--- config.mk ---
export PLATFORM = sky130hd
export DESIGN_NAME = player_position_engine_flat
export DESIGN_NICKNAME = d
export VERILOG_FILES = /design/src/rtl/maze_pkg.sv /design/src/rtl/player_position_engine_if.sv /design/src/rtl/position_step.sv /design/src/rtl/player_position_engine.sv /design/src/flat_wrapper.sv
export SDC_FILE = /design/constraint.sdc
export NUM_CORES = 1
export LEC_CHECK = 0
export CORE_MARGIN = 2
export CORE_UTILIZATION = 55
export DETAILED_ROUTE_END_ITERATION = 7
export DONT_BUFFER_PORTS = 1
export PLACE_DENSITY = 0.7
export SYNTH_ARGS = -nofsm -noshare
export SYNTH_HDL_FRONTEND = slang
export SYNTH_SLANG_ARGS = --single-unit
--- constraint.sdc ---
create_clock -name clk -period 4.48 [get_ports clk]
set_clock_uncertainty 0.2 [all_clocks]
set_input_delay 0.896 -clock clk [delete_from_list [all_inputs] [get_ports clk]]
set_output_delay 0.896 -clock clk [all_outputs]
set_load 0.01 [all_outputs]
--- src/rtl/maze_pkg.sv ---
// Shared maze-game encodings and defaults used by the position engine,
// the VGA drawer and the AI-opponent block.
package maze_pkg;

    typedef enum logic [1:0] {
        DIR_LEFT  = 2'd0,
        DIR_RIGHT = 2'd1,
        DIR_UP    = 2'd2,
        DIR_DOWN  = 2'd3
    } dir_e;

    typedef enum logic [1:0] {
        BONUS_NONE  = 2'd0,
        BONUS_PLUS  = 2'd1,
        BONUS_MINUS = 2'd2,
        BONUS_RSVD  = 2'd3
    } bonus_e;

    typedef enum logic [1:0] {
        S_IDLE  = 2'd0,
        S_CHECK = 2'd1,
        S_RESP  = 2'd2
    } state_e;

    localparam int START_X_DEF = 1;
    localparam int START_Y_DEF = 0;

    // Player-index width: never narrower than one bit.
    function automatic int pid_width(input int n);
        return (n > 2) ? $clog2(n) : 1;
    endfunction

endpackage

--- src/rtl/player_position_engine_if.sv ---
// Move-request, legality-checker and update-notification signals of the
// position engine; the engine is the slave, its environment the master.
interface player_position_engine_if #(
    parameter int PID_W   = 1,
    parameter int COORD_W = 5
);
    logic               move_valid;
    logic               move_ready;
    logic [PID_W-1:0]   move_player;
    logic [1:0]         move_dir;
    logic [1:0]         move_bonus;

    logic               chk_req;
    logic [COORD_W-1:0] chk_x;
    logic [COORD_W-1:0] chk_y;
    logic               chk_done;
    logic               chk_legal;

    logic               upd_valid;
    logic [PID_W-1:0]   upd_player;
    logic               upd_accepted;

    modport master (
        output move_valid, move_player, move_dir, move_bonus, chk_done, chk_legal,
        input  move_ready, chk_req, chk_x, chk_y, upd_valid, upd_player, upd_accepted
    );

    modport slave (
        input  move_valid, move_player, move_dir, move_bonus, chk_done, chk_legal,
        output move_ready, chk_req, chk_x, chk_y, upd_valid, upd_player, upd_accepted
    );
endinterface

--- src/rtl/position_step.sv ---
// Combinational one-cell step: candidate cell for a direction, wrapping at the
// grid edges or (without wrap) holding position and flagging the move off-grid.
module position_step
    import maze_pkg::*;
#(
    parameter int COORD_W = 5,
    parameter int MAX_X   = 31,
    parameter int MAX_Y   = 31,
    parameter bit WRAP_EN = 1'b0
) (
    input  logic [COORD_W-1:0] i_x,
    input  logic [COORD_W-1:0] i_y,
    input  dir_e               i_dir,
    output logic [COORD_W-1:0] o_x,
    output logic [COORD_W-1:0] o_y,
    output logic               o_off_grid
);
    localparam logic [COORD_W-1:0] MAX_XC = COORD_W'(MAX_X);
    localparam logic [COORD_W-1:0] MAX_YC = COORD_W'(MAX_Y);
    localparam logic [COORD_W-1:0] ONE    = COORD_W'(1);

    logic w_edge;

    // NOTE: every output gets a default first so no path can infer a latch.
    always_comb begin
        o_x    = i_x;
        o_y    = i_y;
        w_edge = 1'b0;
        case (i_dir)
            DIR_LEFT:  if (i_x == '0)     begin o_x = MAX_XC; w_edge = 1'b1; end
                       else                     o_x = i_x - ONE;
            DIR_RIGHT: if (i_x >= MAX_XC) begin o_x = '0;     w_edge = 1'b1; end
                       else                     o_x = i_x + ONE;
            DIR_UP:    if (i_y == '0)     begin o_y = MAX_YC; w_edge = 1'b1; end
                       else                     o_y = i_y - ONE;
            DIR_DOWN:  if (i_y >= MAX_YC) begin o_y = '0;     w_edge = 1'b1; end
                       else                     o_y = i_y + ONE;
        endcase
        if (!WRAP_EN && w_edge) begin
            o_x = i_x;
            o_y = i_y;
        end
    end

    assign o_off_grid = w_edge && !WRAP_EN;

endmodule

--- src/rtl/player_position_engine.sv ---
// Multi-player position engine: accepts one move at a time, queries the maze
// legality checker, then commits or rejects and updates the move counters.
module player_position_engine
    import maze_pkg::*;
#(
    parameter int NUM_PLAYERS = 2,
    parameter int COORD_W     = 5,
    parameter int MAX_X       = 31,
    parameter int MAX_Y       = 31,
    parameter int START_X     = START_X_DEF,
    parameter int START_Y     = START_Y_DEF,
    parameter int SCORE_W     = 10,
    parameter int BONUS       = 5,
    parameter bit WRAP_EN     = 1'b0
) (
    input  logic                             clk,
    input  logic                             rst,
    input  logic                             i_game_over,
    input  logic                             i_force_reset,
    player_position_engine_if.slave          bus,
    output logic [NUM_PLAYERS*COORD_W-1:0]   o_pos_x,
    output logic [NUM_PLAYERS*COORD_W-1:0]   o_pos_y,
    output logic [NUM_PLAYERS*COORD_W-1:0]   o_prev_x,
    output logic [NUM_PLAYERS*COORD_W-1:0]   o_prev_y,
    output logic [NUM_PLAYERS*SCORE_W-1:0]   o_moves
);
    localparam int                 PID_W     = pid_width(NUM_PLAYERS);
    localparam logic [COORD_W-1:0] START_XC  = COORD_W'(START_X);
    localparam logic [COORD_W-1:0] START_YC  = COORD_W'(START_Y);
    localparam logic [SCORE_W-1:0] SCORE_MAX = '1;
    localparam logic [SCORE_W-1:0] BONUS_C   = SCORE_W'(BONUS);

    state_e             r_state, w_next_state;
    logic [COORD_W-1:0] r_pos_x  [NUM_PLAYERS];
    logic [COORD_W-1:0] r_pos_y  [NUM_PLAYERS];
    logic [COORD_W-1:0] r_prev_x [NUM_PLAYERS];
    logic [COORD_W-1:0] r_prev_y [NUM_PLAYERS];
    logic [SCORE_W-1:0] r_moves  [NUM_PLAYERS];
    logic [PID_W-1:0]   r_player;
    bonus_e             r_bonus;
    logic [COORD_W-1:0] r_cand_x, r_cand_y;
    logic               r_frozen;
    logic               r_accept;

    logic               w_handshake, w_player_ok, w_off_grid;
    logic [COORD_W-1:0] w_cur_x, w_cur_y, w_cand_x, w_cand_y;
    logic [PID_W-1:0]   w_tgt_player;
    logic               w_commit, w_count_en, w_result_ok;

    assign w_handshake  = bus.move_valid && bus.move_ready;
    assign w_player_ok  = int'(bus.move_player) < NUM_PLAYERS;
    assign w_tgt_player = (r_state == S_IDLE) ? bus.move_player : r_player;

    // Out-of-range player indices fall back to player 0; they are rejected anyway.
    always_comb begin
        w_cur_x = r_pos_x[0];
        w_cur_y = r_pos_y[0];
        for (int p = 0; p < NUM_PLAYERS; p++) begin
            if (int'(bus.move_player) == p) begin
                w_cur_x = r_pos_x[p];
                w_cur_y = r_pos_y[p];
            end
        end
    end

    position_step #(
        .COORD_W (COORD_W),
        .MAX_X   (MAX_X),
        .MAX_Y   (MAX_Y),
        .WRAP_EN (WRAP_EN)
    ) u_step (
        .i_x        (w_cur_x),
        .i_y        (w_cur_y),
        .i_dir      (dir_e'(bus.move_dir)),
        .o_x        (w_cand_x),
        .o_y        (w_cand_y),
        .o_off_grid (w_off_grid)
    );

    function automatic logic [SCORE_W-1:0] next_count(input logic [SCORE_W-1:0] cur,
                                                      input logic use_bonus,
                                                      input bonus_e b);
        logic [SCORE_W:0] sum;
        sum = {1'b0, cur} + (SCORE_W+1)'(1);
        if (use_bonus && b == BONUS_MINUS)
            return (cur < BONUS_C) ? '0 : cur - BONUS_C;
        if (use_bonus && b == BONUS_PLUS)
            sum = {1'b0, cur} + {1'b0, BONUS_C};
        return sum[SCORE_W] ? SCORE_MAX : sum[SCORE_W-1:0];
    endfunction

    always_ff @(posedge clk or posedge rst) begin
        if (rst) r_state <= S_IDLE;
        else     r_state <= w_next_state;
    end

    always_comb begin
        w_next_state = r_state;
        w_commit     = 1'b0;
        w_count_en   = 1'b0;
        w_result_ok  = 1'b0;
        case (r_state)
            S_IDLE: if (w_handshake) begin
                if (i_game_over || !w_player_ok) begin
                    w_next_state = S_RESP;
                end else if (w_off_grid) begin
                    w_next_state = S_RESP;
                    w_count_en   = 1'b1;
                end else begin
                    w_next_state = S_CHECK;
                end
            end
            S_CHECK: if (bus.chk_done) begin
                w_next_state = S_RESP;
                w_count_en   = !(i_game_over || r_frozen);
                w_result_ok  = bus.chk_legal && w_count_en;
                w_commit     = w_result_ok;
            end
            S_RESP:  w_next_state = S_IDLE;
            default: w_next_state = S_IDLE;
        endcase
        if (i_force_reset) begin
            w_next_state = S_IDLE;
            w_commit     = 1'b0;
            w_count_en   = 1'b0;
        end
    end

    // Request context: captured on accept, game_over made sticky while checking.
    always_ff @(posedge clk or posedge rst) begin
        if (rst) begin
            r_player <= '0;
            r_bonus  <= BONUS_NONE;
            r_cand_x <= '0;
            r_cand_y <= '0;
            r_frozen <= 1'b0;
            r_accept <= 1'b0;
        end else begin
            if (w_handshake) begin
                r_player <= bus.move_player;
                r_bonus  <= bonus_e'(bus.move_bonus);
                r_cand_x <= w_cand_x;
                r_cand_y <= w_cand_y;
                r_frozen <= 1'b0;
            end else if (r_state == S_CHECK) begin
                r_frozen <= r_frozen || i_game_over;
            end
            if (r_state != S_RESP) r_accept <= w_result_ok;
        end
    end

    // NOTE: the per-player arrays are small register files, so they take the
    // async reset like any other state; nothing here maps to RAM.
    always_ff @(posedge clk or posedge rst) begin
        if (rst) begin
            for (int p = 0; p < NUM_PLAYERS; p++) begin
                r_pos_x[p]  <= START_XC;
                r_pos_y[p]  <= START_YC;
                r_prev_x[p] <= START_XC;
                r_prev_y[p] <= START_YC;
                r_moves[p]  <= '0;
            end
        end else if (i_force_reset) begin
            for (int p = 0; p < NUM_PLAYERS; p++) begin
                r_pos_x[p]  <= START_XC;
                r_pos_y[p]  <= START_YC;
                r_prev_x[p] <= START_XC;
                r_prev_y[p] <= START_YC;
                r_moves[p]  <= '0;
            end
        end else begin
            for (int p = 0; p < NUM_PLAYERS; p++) begin
                if (int'(w_tgt_player) == p) begin
                    if (w_commit) begin
                        r_prev_x[p] <= r_pos_x[p];
                        r_prev_y[p] <= r_pos_y[p];
                        r_pos_x[p]  <= r_cand_x;
                        r_pos_y[p]  <= r_cand_y;
                    end
                    if (w_count_en) r_moves[p] <= next_count(r_moves[p], w_commit, r_bonus);
                end
            end
        end
    end

    assign bus.move_ready   = (r_state == S_IDLE) && !i_force_reset;
    assign bus.chk_req      = (r_state == S_CHECK);
    assign bus.chk_x        = r_cand_x;
    assign bus.chk_y        = r_cand_y;
    assign bus.upd_valid    = (r_state == S_RESP);
    assign bus.upd_player   = r_player;
    assign bus.upd_accepted = r_accept;

    for (genvar g = 0; g < NUM_PLAYERS; g++) begin : g_pack
        assign o_pos_x [g*COORD_W +: COORD_W] = r_pos_x[g];
        assign o_pos_y [g*COORD_W +: COORD_W] = r_pos_y[g];
        assign o_prev_x[g*COORD_W +: COORD_W] = r_prev_x[g];
        assign o_prev_y[g*COORD_W +: COORD_W] = r_prev_y[g];
        assign o_moves [g*SCORE_W +: SCORE_W] = r_moves[g];
    end

endmodule

--- src/flat_wrapper.sv ---
// flat-port wrapper written by rule: the top's interface ports become plain ports
module player_position_engine_flat import maze_pkg::*;
#(
    parameter int NUM_PLAYERS = 2,
    parameter int COORD_W     = 5,
    parameter int MAX_X       = 31,
    parameter int MAX_Y       = 31,
    parameter int START_X     = START_X_DEF,
    parameter int START_Y     = START_Y_DEF,
    parameter int SCORE_W     = 10,
    parameter int BONUS       = 5,
    parameter bit WRAP_EN     = 1'b0
)
  (clk, rst, i_game_over, i_force_reset, o_pos_x, o_pos_y, o_prev_x, o_prev_y, o_moves, bus_move_valid, bus_move_player, bus_move_dir, bus_move_bonus, bus_chk_done, bus_chk_legal, bus_move_ready, bus_chk_req, bus_chk_x, bus_chk_y, bus_upd_valid, bus_upd_player, bus_upd_accepted);
  player_position_engine_if #(.PID_W(1), .COORD_W(COORD_W)) bus_i ();
  input  logic clk;
  input  logic rst;
  input  logic i_game_over;
  input  logic i_force_reset;
  output logic [NUM_PLAYERS*COORD_W-1:0] o_pos_x;
  output logic [NUM_PLAYERS*COORD_W-1:0] o_pos_y;
  output logic [NUM_PLAYERS*COORD_W-1:0] o_prev_x;
  output logic [NUM_PLAYERS*COORD_W-1:0] o_prev_y;
  output logic [NUM_PLAYERS*SCORE_W-1:0] o_moves;
  input wire logic [$bits(bus_i.move_valid)-1:0] bus_move_valid;
  input wire logic [$bits(bus_i.move_player)-1:0] bus_move_player;
  input wire logic [$bits(bus_i.move_dir)-1:0] bus_move_dir;
  input wire logic [$bits(bus_i.move_bonus)-1:0] bus_move_bonus;
  input wire logic [$bits(bus_i.chk_done)-1:0] bus_chk_done;
  input wire logic [$bits(bus_i.chk_legal)-1:0] bus_chk_legal;
  output wire logic [$bits(bus_i.move_ready)-1:0] bus_move_ready;
  output wire logic [$bits(bus_i.chk_req)-1:0] bus_chk_req;
  output wire logic [$bits(bus_i.chk_x)-1:0] bus_chk_x;
  output wire logic [$bits(bus_i.chk_y)-1:0] bus_chk_y;
  output wire logic [$bits(bus_i.upd_valid)-1:0] bus_upd_valid;
  output wire logic [$bits(bus_i.upd_player)-1:0] bus_upd_player;
  output wire logic [$bits(bus_i.upd_accepted)-1:0] bus_upd_accepted;
  assign bus_i.move_valid = bus_move_valid;
  assign bus_i.move_player = bus_move_player;
  assign bus_i.move_dir = bus_move_dir;
  assign bus_i.move_bonus = bus_move_bonus;
  assign bus_i.chk_done = bus_chk_done;
  assign bus_i.chk_legal = bus_chk_legal;
  assign bus_move_ready = bus_i.move_ready;
  assign bus_chk_req = bus_i.chk_req;
  assign bus_chk_x = bus_i.chk_x;
  assign bus_chk_y = bus_i.chk_y;
  assign bus_upd_valid = bus_i.upd_valid;
  assign bus_upd_player = bus_i.upd_player;
  assign bus_upd_accepted = bus_i.upd_accepted;
  player_position_engine #(.NUM_PLAYERS(NUM_PLAYERS), .COORD_W(COORD_W), .MAX_X(MAX_X), .MAX_Y(MAX_Y), .START_X(START_X), .START_Y(START_Y), .SCORE_W(SCORE_W), .BONUS(BONUS), .WRAP_EN(WRAP_EN)) u_core (.clk(clk), .rst(rst), .i_game_over(i_game_over), .i_force_reset(i_force_reset), .bus(bus_i), .o_pos_x(o_pos_x), .o_pos_y(o_pos_y), .o_prev_x(o_prev_x), .o_prev_y(o_prev_y), .o_moves(o_moves));
endmodule
* Yosys cells after proc, flatten, opt, wreduce, memory -nomap -nowiden
Index checks and enable logic that the tools add are counted.
** Word-level totals
- Flip-flop bits (word level) :: 77
- Bits of input ports :: 12
- Output and inout bits :: 75
- Logic and storage cells :: 143
** Cells by class
- Add/subtract/negate cells :: 10
- Order comparisons :: 4
- Equality and inequality tests :: 11
- Mux-type cells :: 80
- Reduce and logical (&&, ||, !) cells :: 21
** Operators with widths (number)
- 10-bit two-way mux :: 16
- 11-bit two-way mux :: 10
- 5-bit two-way mux :: 22
- 10-bit by 1-bit adder with 11-bit output (second input constant) :: 2
- 10-bit by 3-bit adder with 11-bit output (second input constant) :: 2
- 1-bit two-way mux :: 21
- 10-bit by 3-bit less-than comparator with 1-bit output (second input constant) :: 2
- 20-bit two-way mux :: 1
- 5-bit one-hot mux with 2 select lines :: 2
- 10-bit by 3-bit subtractor with 10-bit output (second input constant) :: 2
- 5-bit by 1-bit adder with 5-bit output (second input constant) :: 2
- 5-bit >= comparator (second input constant) :: 2
- 5-bit zero test :: 2
- 2-bit two-way mux :: 5
- 2-bit AND reduction :: 5
- 5-bit by 1-bit subtractor with 5-bit output (second input constant) :: 2
- 2-bit equality test (second input constant) :: 4
- 2-bit nonzero test :: 4
- 2-bit by 1-bit equality test with 1-bit output (second input constant) :: 3
- 1-bit logical AND :: 5
- 2-bit zero test :: 2
- 2-bit inequality test (second input constant) :: 2
- 1-bit one-hot mux with 4 select lines :: 1
- 2-bit one-hot mux with 2 select lines :: 1
- other kinds (5) :: 6

* Depth between registers and ports, before layout
Gate-level depths: netlist of the first run.
- Depth after elaboration :: 21
- Gate-level depth with buffers :: 15
- Depth with buffers taken out :: 11

* Hierarchy
A second synthesis of the first run with hierarchy kept.
** Unflattened totals
- Cell total of the unflattened synthesis :: 534
- Area, all modules :: 4833.4 µm²
** Modules (own cells, without submodules)
- player_position_engine :: instances 1, cells each 434, area an instance 4175.3 µm², seq. area each 1931.9 µm²
- position_step :: instances 1, cells each 100, area an instance 658.1 µm², seq. area each 0.0 µm²

* Least setup slack after synthesis of the first run
No wires, ideal clock.
- Path type :: input-to-reg
- From :: input port bus_move_player
- To :: register u_core.r_cand_x[2], in the netlist u_core.bus.chk_x[2]
- Library setup time :: 0.121 ns
- Arrival time :: 3.441 ns
- Data required time :: 4.159 ns
- Path slack :: 0.718 ns
- Stages on the path :: 14
- Path buffers :: 3
- Cell sequence :: buf_6 > buf_6 > buf_2 > mux2i_1 > inv_1 > ha_1 > nand2_1 > nor2_1 > ha_1 > or3_1 > or2_2 > nand2_1 > o221ai_1 > o22a_1
** On the way
- Word-level cells in the longest chain between the ends :: 5
- Elaborated cells between the ends (all ways) :: 17
- Classes of those cells :: 2 x add/sub; 2 x order compare; 11 x mux; 2 x reduce/logical
** Ends and longest elaborated chain
- start: declaration :: line flat_wrapper.sv:26 : input wire logic [$bits(bus_i.move_player)-1:0] bus_move_player;
- 5-bit two-way mux :: line player_position_engine.sv:59 : if (int'(bus.move_player) == p) begin
- 5-bit by 1-bit adder with 5-bit output, or another cell as far along :: line position_step.sv:33 : else o_x = i_x + ONE;
- 5-bit two-way mux, or another cell as far along :: line position_step.sv:32 : DIR_RIGHT: if (i_x >= MAX_XC) begin o_x = '0; w_edge = 1'b1; end
- 5-bit one-hot mux with 2 select lines / 1-bit one-hot mux with 4 select lines (equally long branches) :: line position_step.sv:29 : case (i_dir)
- 5-bit two-way mux (*) :: line position_step.sv:39 : if (!WRAP_EN && w_edge) begin
- end signal: assignment :: line player_position_engine.sv:142 : r_cand_x <= w_cand_x;
- end: declaration :: line player_position_engine.sv:41 : logic [COORD_W-1:0] r_cand_x, r_cand_y;
Every way passes the cells marked *; elsewhere a longest branch is shown, timed or not.
A chain may end at the register's enable or synchronous reset.

* Final worst setup path of the first run
- From :: input port bus_move_player
- To :: register u_core.r_moves (netlist bit u_core.o_moves[5])
** On the way
- Word-level cells in the longest chain between the ends :: 11
- Elaborated cells between the ends (all ways) :: 20
- Classes of those cells :: 2 x order compare; 1 x eq/ne; 13 x mux; 4 x reduce/logical
** Ends and longest elaborated chain
- 5-bit two-way mux :: line player_position_engine.sv:59
- 5-bit >= comparator, or another cell as far along :: line position_step.sv:36 : DIR_DOWN: if (i_y >= MAX_YC) begin o_y = '0; w_edge = 1'b1; end
- 1-bit two-way mux, on equally long branches
- 1-bit one-hot mux with 4 select lines :: line position_step.sv:29
- 1-bit two-way mux :: line player_position_engine.sv:106 : end else if (w_off_grid) begin
- 1-bit two-way mux :: line player_position_engine.sv:104 : if (i_game_over || !w_player_ok) begin
- 1-bit two-way mux :: line player_position_engine.sv:103 : S_IDLE: if (w_handshake) begin
- 1-bit one-hot mux with 2 select lines :: line player_position_engine.sv:102 : case (r_state)
- 1-bit two-way mux :: line player_position_engine.sv:122 : if (i_force_reset) begin
- 2-bit nonzero test (no source line)
- 2-bit AND reduction (no source line) (*)
- end signal: indexed assignment :: line player_position_engine.sv:180 : if (w_count_en) r_moves[p] <= next_count(r_moves[p], w_commit, r_bonus);
- end: declaration :: line player_position_engine.sv:38 : logic [SCORE_W-1:0] r_moves [NUM_PLAYERS];
Marked as above.

==> results of run 1 <==
==> worst min-delay path, stage by stage (launching register included) <==
cell and delay, ps:
dfrtp_1 370, nand2_1 60, nand2_1 60
==> cell families (layout without fill, tap and decap cells) <==
family,Yosys count,count (layout)
compound gates,180,180
simple gates,169,169
flops,77,77
buf+inv,51,42
mux,22,22
fa+ha+maj,14,14
xor+xnor,12,12
==> sequential cells by signal, summed over array words and instances, names as in the netlist <==
signal / flops
u_core.bus.chk_x: 5
u_core.bus.chk_y: 5
u_core.bus.upd_accepted: 1
u_core.bus.upd_player: 1
u_core.o_moves: 20
u_core.o_pos_x: 10
u_core.o_pos_y: 10
u_core.o_prev_x: 10
u_core.o_prev_y: 10
u_core.r_bonus: 2
u_core.r_frozen: 1
u_core.r_state: 2
==> layer usage <==
metal | up-vias | share of wire (%) | GRT usage [%]
li1 | 1933 | - | -
met1 | 2039 | 42 | 35.7
met2 | 146 | 50 | 43.5
met3 | 12 | 6.0 | 6.23
met4 | 0 | 1.2 | 7.16
met5 | - | 0 | 0
==> worst max-delay path by stage <==
stage / start / end / depth (start not counted)
5_1_grt: bus_move_player / u_core.o_moves[5] / 7
3_3_place_gp: bus_move_player / u_core.o_moves[7] / 7
2_1_floorplan: bus_move_player / u_core.bus.chk_x[2] / 14
4_1_cts: bus_move_player / u_core.o_moves[5] / 7
3_5_place_dp: bus_move_player / u_core.o_moves[5] / 7
6_report: bus_move_player / u_core.o_moves[5] / 7
==> layout by cell type, fill, tap and decap left out, drive strengths merged, types with 3 or more instances in the layout <==
| master | count |
|---|---|
| a31oi | 12 |
| or3 | 8 |
| nor3b | 3 |
| a31o | 3 |
| or2 | 5 |
| xnor2 | 10 |
| mux2i | 14 |
| nor2 | 37 |
| nand4 | 10 |
| nand3 | 12 |
| ha | 14 |
| o31ai | 8 |
| a22o | 36 |
| o221ai | 4 |
| clkinv | 3 |
| nor2b | 6 |
| dfrtp | 73 |
| nand3b | 4 |
| inv | 20 |
| nand2b | 3 |
| buf | 5 |
| and2 | 3 |
| dfstp | 4 |
| bufinv | 3 |
| mux2 | 8 |
| nand2 | 51 |
| o21a | 3 |
| clkbuf | 10 |
| o211ai | 6 |
| o21ai | 32 |
| o22ai | 4 |
| a22oi | 7 |
| nor3 | 15 |
| a21oi | 41 |
==> cell type report <==
| cell class | instances | area share, % |
|---|---|---|
| Timing Repair Buffer | 5 | 0.735 |
| Clock buffer | 10 | 2.50 |
| Sequential cell | 77 | 37.8 |
| Inverter | 21 | 1.57 |
| Multi-Input combinational cell | 397 | 52.5 |
| Clock inverter | 6 | 2.18 |
| Tap cell | 108 | 2.65 |
==> per-stage QoR <==
step / power (mW) / cell area, µm² / util, %
3_5_place_dp: 0.968 / 4870 / 56.4
3_3_place_gp: 0.963 / 4870 / 56.4
2_1_floorplan: 0.932 / 4850 / -
5_1_grt: 1.66 / 5110 / 59.1
4_1_cts: 1.60 / 5110 / 59.1
6_report: 1.60 / 5110 / 59.1
==> power breakdown <==
part	leakage [nW]	total [mW]	switching (mW)	internal, mW
Clock	0.116	0.641	0.271	0.370
Combinational	1.14	0.175	0.110	0.0651
Sequential	1.04	0.780	0.0562	0.724
Total	2.29	1.60	0.438	1.16
==> results.py, run 1 <==
metrics = {
    "sta": {
        "post-route-min-period_ps": 3400,
        "fin_hold_ws_ps": 314,
        "finalMaxSlewViolations": 0,
        "rsz0062_at_grt": "no",
        "fin_ws_ps": 1080,
        "final_hold_viol_count": 0,
        "worst_pin_slew_ps": 1070,
        "tns_ps": 0,
        "fmax_ghz": 0.295,
        "max_slew_margin_pct": 28.4,
        "min_period_over_period_pct": 75.8,
        "finalSetupViolCount": 0,
    },
    "synth": {
        "yosysSeqAreaShare_pct": 39.8,
        "synth_area_um2": 4850,
        "synth.largest_area_cell": "dfrtp_1",
        "avgSynthCellArea_um2": 9.24,
        "synth-xor-area-share_pct": 2.17,
        "synth-compound-area-share_pct": 26.5,
        "synth_mux_area_share_pct": 5.08,
        "synth_fp_nets": 551,
        "synth_flop_cell": "dfrtp_1",
        "synth_warnings": 0,
        "synth-simple-area-share_pct": 17.9,
        "synth_edf_count": 0,
        "yosys.area.top_type_share_pct": 37.7,
        "synth.most_common_cell": "dfrtp_1",
        "synth_area_leaders": "dfrtp_1, a22o_1, a21oi_1",
        "synth_top_family_by_area": "compound AO/OA/AOI/OAI gates",
        "syn-instance-count": 525,
        "synth_fa_ha_area_share_pct": 3.61,
        "ys_types": 70,
        "ys_seq_elements": 77,
        "synth_common_cells": "dfrtp_1, nand2_1, a21oi_1, a22o_1, nor2_1",
        "postSynth.asyncResetShare_pct": 100,
    },
    "routing": {
        "drt_iter0_drc": 257,
        "first_pass_iters": 4,
        "vias": 4130,
        "drt.antenna.violating_nets": 0,
        "routedWlPerCell_um": 20.0,
        "drc": 0,
        "routed_wl_um": 12500,
        "via_per_inst": 6.62,
    },
    "final_layout": {
        "fillers": 753,
        "area_growth_pct": 5.32,
        "diodes": 0,
        "stdcell_count": 624,
        "drive_above_1_share_pct": 11.0,
        "seq_area_um2": 1930,
        "num-nets-final": 537,
        "multi_input_area_um2": 2680,
    },
    "die": {
        "die_area_um2": 9580,
        "ios": 87,
        "num_rows": 34,
        "die_h_um": 97.9,
        "start_util_pct": 56.1,
        "dieWidth_um": 97.9,
        "core_area_um2": 8640,
    },
    "hold_path": {
        "hold_class": "reg2reg",
        "hold_path_end": "u_core.r_bonus[1]",
        "hp-start": "u_core.r_bonus[1]",
        "hold_depth": 2,
    },
    "setup_path": {
        "crit_arrival_ps": 3440,
        "critPathKind": "in2reg",
        "critical_path_required_ps": 4530,
        "crit_buf_inv": 0,
        "crit_path_max_incr_delay_ps": 670,
        "critPathMaxFanout": 28,
        "critPathSlowestCell": "o31ai_4",
        "crit_family": "compound AO/OA/AOI/OAI gates",
        "startpoint_type": "primary input",
        "crit_chain": "mux2i_1 -> ha_1 -> nor4b_1 -> a31oi_1 -> o221a_4 -> o31ai_4 -> mux2_2",
        "rr_startpoint": "u_core.o_pos_y[6]",
        "reg2reg_to": "u_core.o_moves[5]",
        "end_kind": "register",
        "r2r_slack_ps": 1130,
        "reg2reg_depth": 7,
    },
    "global_routing": {
        "overflow": 0,
        "grt_pass1_wl_um": 20800,
        "grt_pass1_vias": 3927,
        "grt.total_usage_pct": 26.6,
        "grt_max_degree": 53,
        "antenna_found_initial": 0,
    },
    "placement": {
        "dp_cells": 608,
        "dpl_worst_slack_ps": 761,
        "port_buffers": 0,
        "place_hpwl_um": 8710,
        "gp_congestion": 0.995,
    },
    "clocking": {
        "hold_buffers": 0,
        "clk-insertion-delay-late_ps": 360,
        "clk_pin_slew_ps": 80,
        "ctsResizeCount": 0,
        "clockBufferDepth": 2,
        "cts-root-buf": "clkbuf_8",
        "cts_setup_buffers": 0,
        "cts_tree": "yes",
        "cts_buffers": 9,
        "cts_sinks": 77,
        "cts_max_level": 3,
    },
    "power": {
        "power.leakage_nw": 2.29,
        "ir_worst_vdd_v": 0.000220,
        "p_per_area_nw_per_um2": 313,
    },
    "flow_run": {
        "max_cap_violations": 0,
    },
    "status": {
        "status": "completed",
    },
}
No activity file was read; power rests on OpenSTA's default activity.
==> inputs of run 2 (changes only) <==
==> constraint.sdc (replaced) <==
create_clock -name clk -period 3.28 [get_ports clk]
set_clock_uncertainty 0.2 [all_clocks]
set_input_delay 0.656 -clock clk [delete_from_list [all_inputs] [get_ports clk]]
set_output_delay 0.656 -clock clk [all_outputs]
set_load 0.01 [all_outputs]
==> run 2 against run 1 <==
Effect of this change:
- die area did not move
- sequential power is 36% higher
- hold slack got worse by 130 ps
- utilization rose by 1.8 points
- setup slack got worse by 750 ps
- register-to-register slack got worse by 800 ps
- final cell count increased by 3.7%
- via count grew 2.9%
- cell area grew 3.1%
- largest cell class unchanged
- highest routed layer unchanged
==> results.py, run 2 (synthesized netlist as in run 1, its figures left out) <==
metrics = {
    "global_routing": {
        "grt.busiest_layer": "met2",
        "use_met1_pct": 35.1,
        "grt_pass1_vias": 4018,
        "grt_max_degree": 78,
        "antenna_found_initial": 0,
        "grt.total_usage_pct": 26.1,
        "grt_pass1_wl_um": 20700,
        "use_met2_pct": 44.0,
        "overflow": 0,
        "grt.met3_usage_pct": 5.30,
    },
    "final_layout": {
        "seq_area_um2": 1930,
        "final_cell_mix": "dfrtp_1, nand2_1, a21oi_1",
        "fillers": 731,
        "drive_above_1_share_pct": 15.6,
        "num-nets-final": 561,
        "diodes": 0,
        "final_cell_area_um2": 5260,
        "largest_reg_flops": 20,
        "stdcell_count": 647,
        "final_common_cell": "dfrtp_1",
        "multi_input_area_um2": 2700,
        "final_core_util_pct": 61.0,
        "area_growth_pct": 8.57,
    },
    "setup_path": {
        "critPathMaxFanout": 13,
        "critical_path_required_ps": 3310,
        "r2r_slack_ps": 330,
        "rr_startpoint": "u_core.o_pos_x[5]",
        "end_kind": "register",
        "crit_start": "u_core.o_pos_x[5]",
        "critPathKind": "reg2reg",
        "reg2reg_depth": 10,
        "crit_arrival_ps": 2980,
        "startpoint_type": "register",
    },
    "power": {
        "power_frac_comb_pct": 12.3,
        "power.leakage_nw": 2.39,
        "total_power_mw": 2.05,
        "ir_worst_vdd_v": 0.000191,
        "switching_share_pct": 28.2,
        "power_frac_clock_pct": 35.9,
        "p_per_area_nw_per_um2": 390,
        "switchingPower_mw": 0.579,
        "p_int_mw": 1.47,
        "seqPwrFrac_pct": 51.8,
    },
    "hold_path": {
        "hold_depth": 1,
        "hp-start": "bus_chk_done",
        "hold_class": "in2reg",
    },
    "die": {
        "ios": 87,
        "die_area_um2": 9580,
        "core_area_um2": 8640,
        "num_rows": 34,
        "start_util_pct": 56.1,
        "die_h_um": 97.9,
        "dieWidth_um": 97.9,
    },
    "placement": {
        "gp_congestion": 0.922,
        "dpl_worst_slack_ps": 81.6,
        "port_buffers": 0,
        "dp_cells": 632,
        "place_hpwl_um": 8940,
        "place_area_um2": 5060,
    },
    "clocking": {
        "ctsResizeCount": 0,
        "cts_setup_buffers": 0,
        "cts-root-buf": "clkbuf_8",
        "clk_pin_slew_ps": 80,
        "cts_max_level": 3,
        "hold_buffers": 0,
        "cts_tree": "yes",
        "cts_buffers": 9,
        "cts_sinks": 77,
        "clk-insertion-delay-late_ps": 340,
        "clockBufferDepth": 2,
    },
    "sta": {
        "fmax_ghz": 0.339,
        "max_slew_margin_pct": 35.1,
        "final_hold_viol_count": 0,
        "rsz0062_at_grt": "no",
        "worst_pin_slew_ps": 974,
        "finalSetupViolCount": 0,
        "post-route-min-period_ps": 2950,
        "fin_ws_ps": 332,
        "finalMaxSlewViolations": 0,
        "tns_ps": 0,
        "fin_hold_ws_ps": 187,
        "min_period_over_period_pct": 89.9,
    },
    "routing": {
        "drt.antenna.violating_nets": 0,
        "drc": 0,
        "vias": 4248,
        "routed_wl_um": 12600,
        "first_pass_iters": 5,
        "drt_iter0_drc": 214,
        "routedWlPerCell_um": 19.5,
        "via_per_inst": 6.57,
    },
    "status": {
        "status": "completed",
    },
    "flow_run": {
        "max_cap_violations": 0,
    },
}
[run 2: cell count changes in the layout (fill, tap and decap cells not counted), moves of 2 or more]
cell | previous run | this run
buf_4 | 5 | 29
bufinv_16 | 3 | 1
clkbuf_8 | 9 | 11
mux2i_1 | 12 | 9
mux2i_2 | 1 | 3
[run 2: final cells by class]
type,count,area share (%)
multi-input cells,397,51.3
flip-flops and latches,77,36.7
repair buffers,29,4.14
clock buffers,11,2.88
well taps,108,2.57
inverters,21,1.50
clock inverters,4,0.903
[run 2: final timing paths]
check | end
worst max-delay path | u_core.o_moves[5]
worst min-delay path | u_core.r_state[0]
worst max register to register | u_core.o_moves[5]
worst min register to register | u_core.o_prev_x[0]
max in group asynchronous | u_core.o_pos_y[0]
min in group asynchronous | u_core.o_prev_x[8]
[run 2: metal layers]
metal	routed length, µm	up-vias	part of all wire [%]
li1	-	1984	-
met3	694	11	5.5
met5	0	-	0
met1	5400	2122	43
met2	6410	131	51
met4	127	0	1.0
[run 2: worst max-delay path, cell delays in order, from the launching register on]
cell and delay (ps):
dfstp_2 630, mux2i_4 120, inv_1 100, ha_1 180, nand2_1 70, nor2_1 120, ha_1 140, or3_1 120
o22ai_2 130, o31ai_4 600, mux2_2 400
[run 2: power groups by stage]
stage               clock network, mW  registers, mW  logic [mW]
global placement                    0           1.08       0.244
finish                          0.736           1.06       0.253
CTS                             0.752           1.06       0.254
detailed placement                  0           1.08       0.252
global route                    0.795           1.07       0.282
floorplan                           0           1.06       0.216
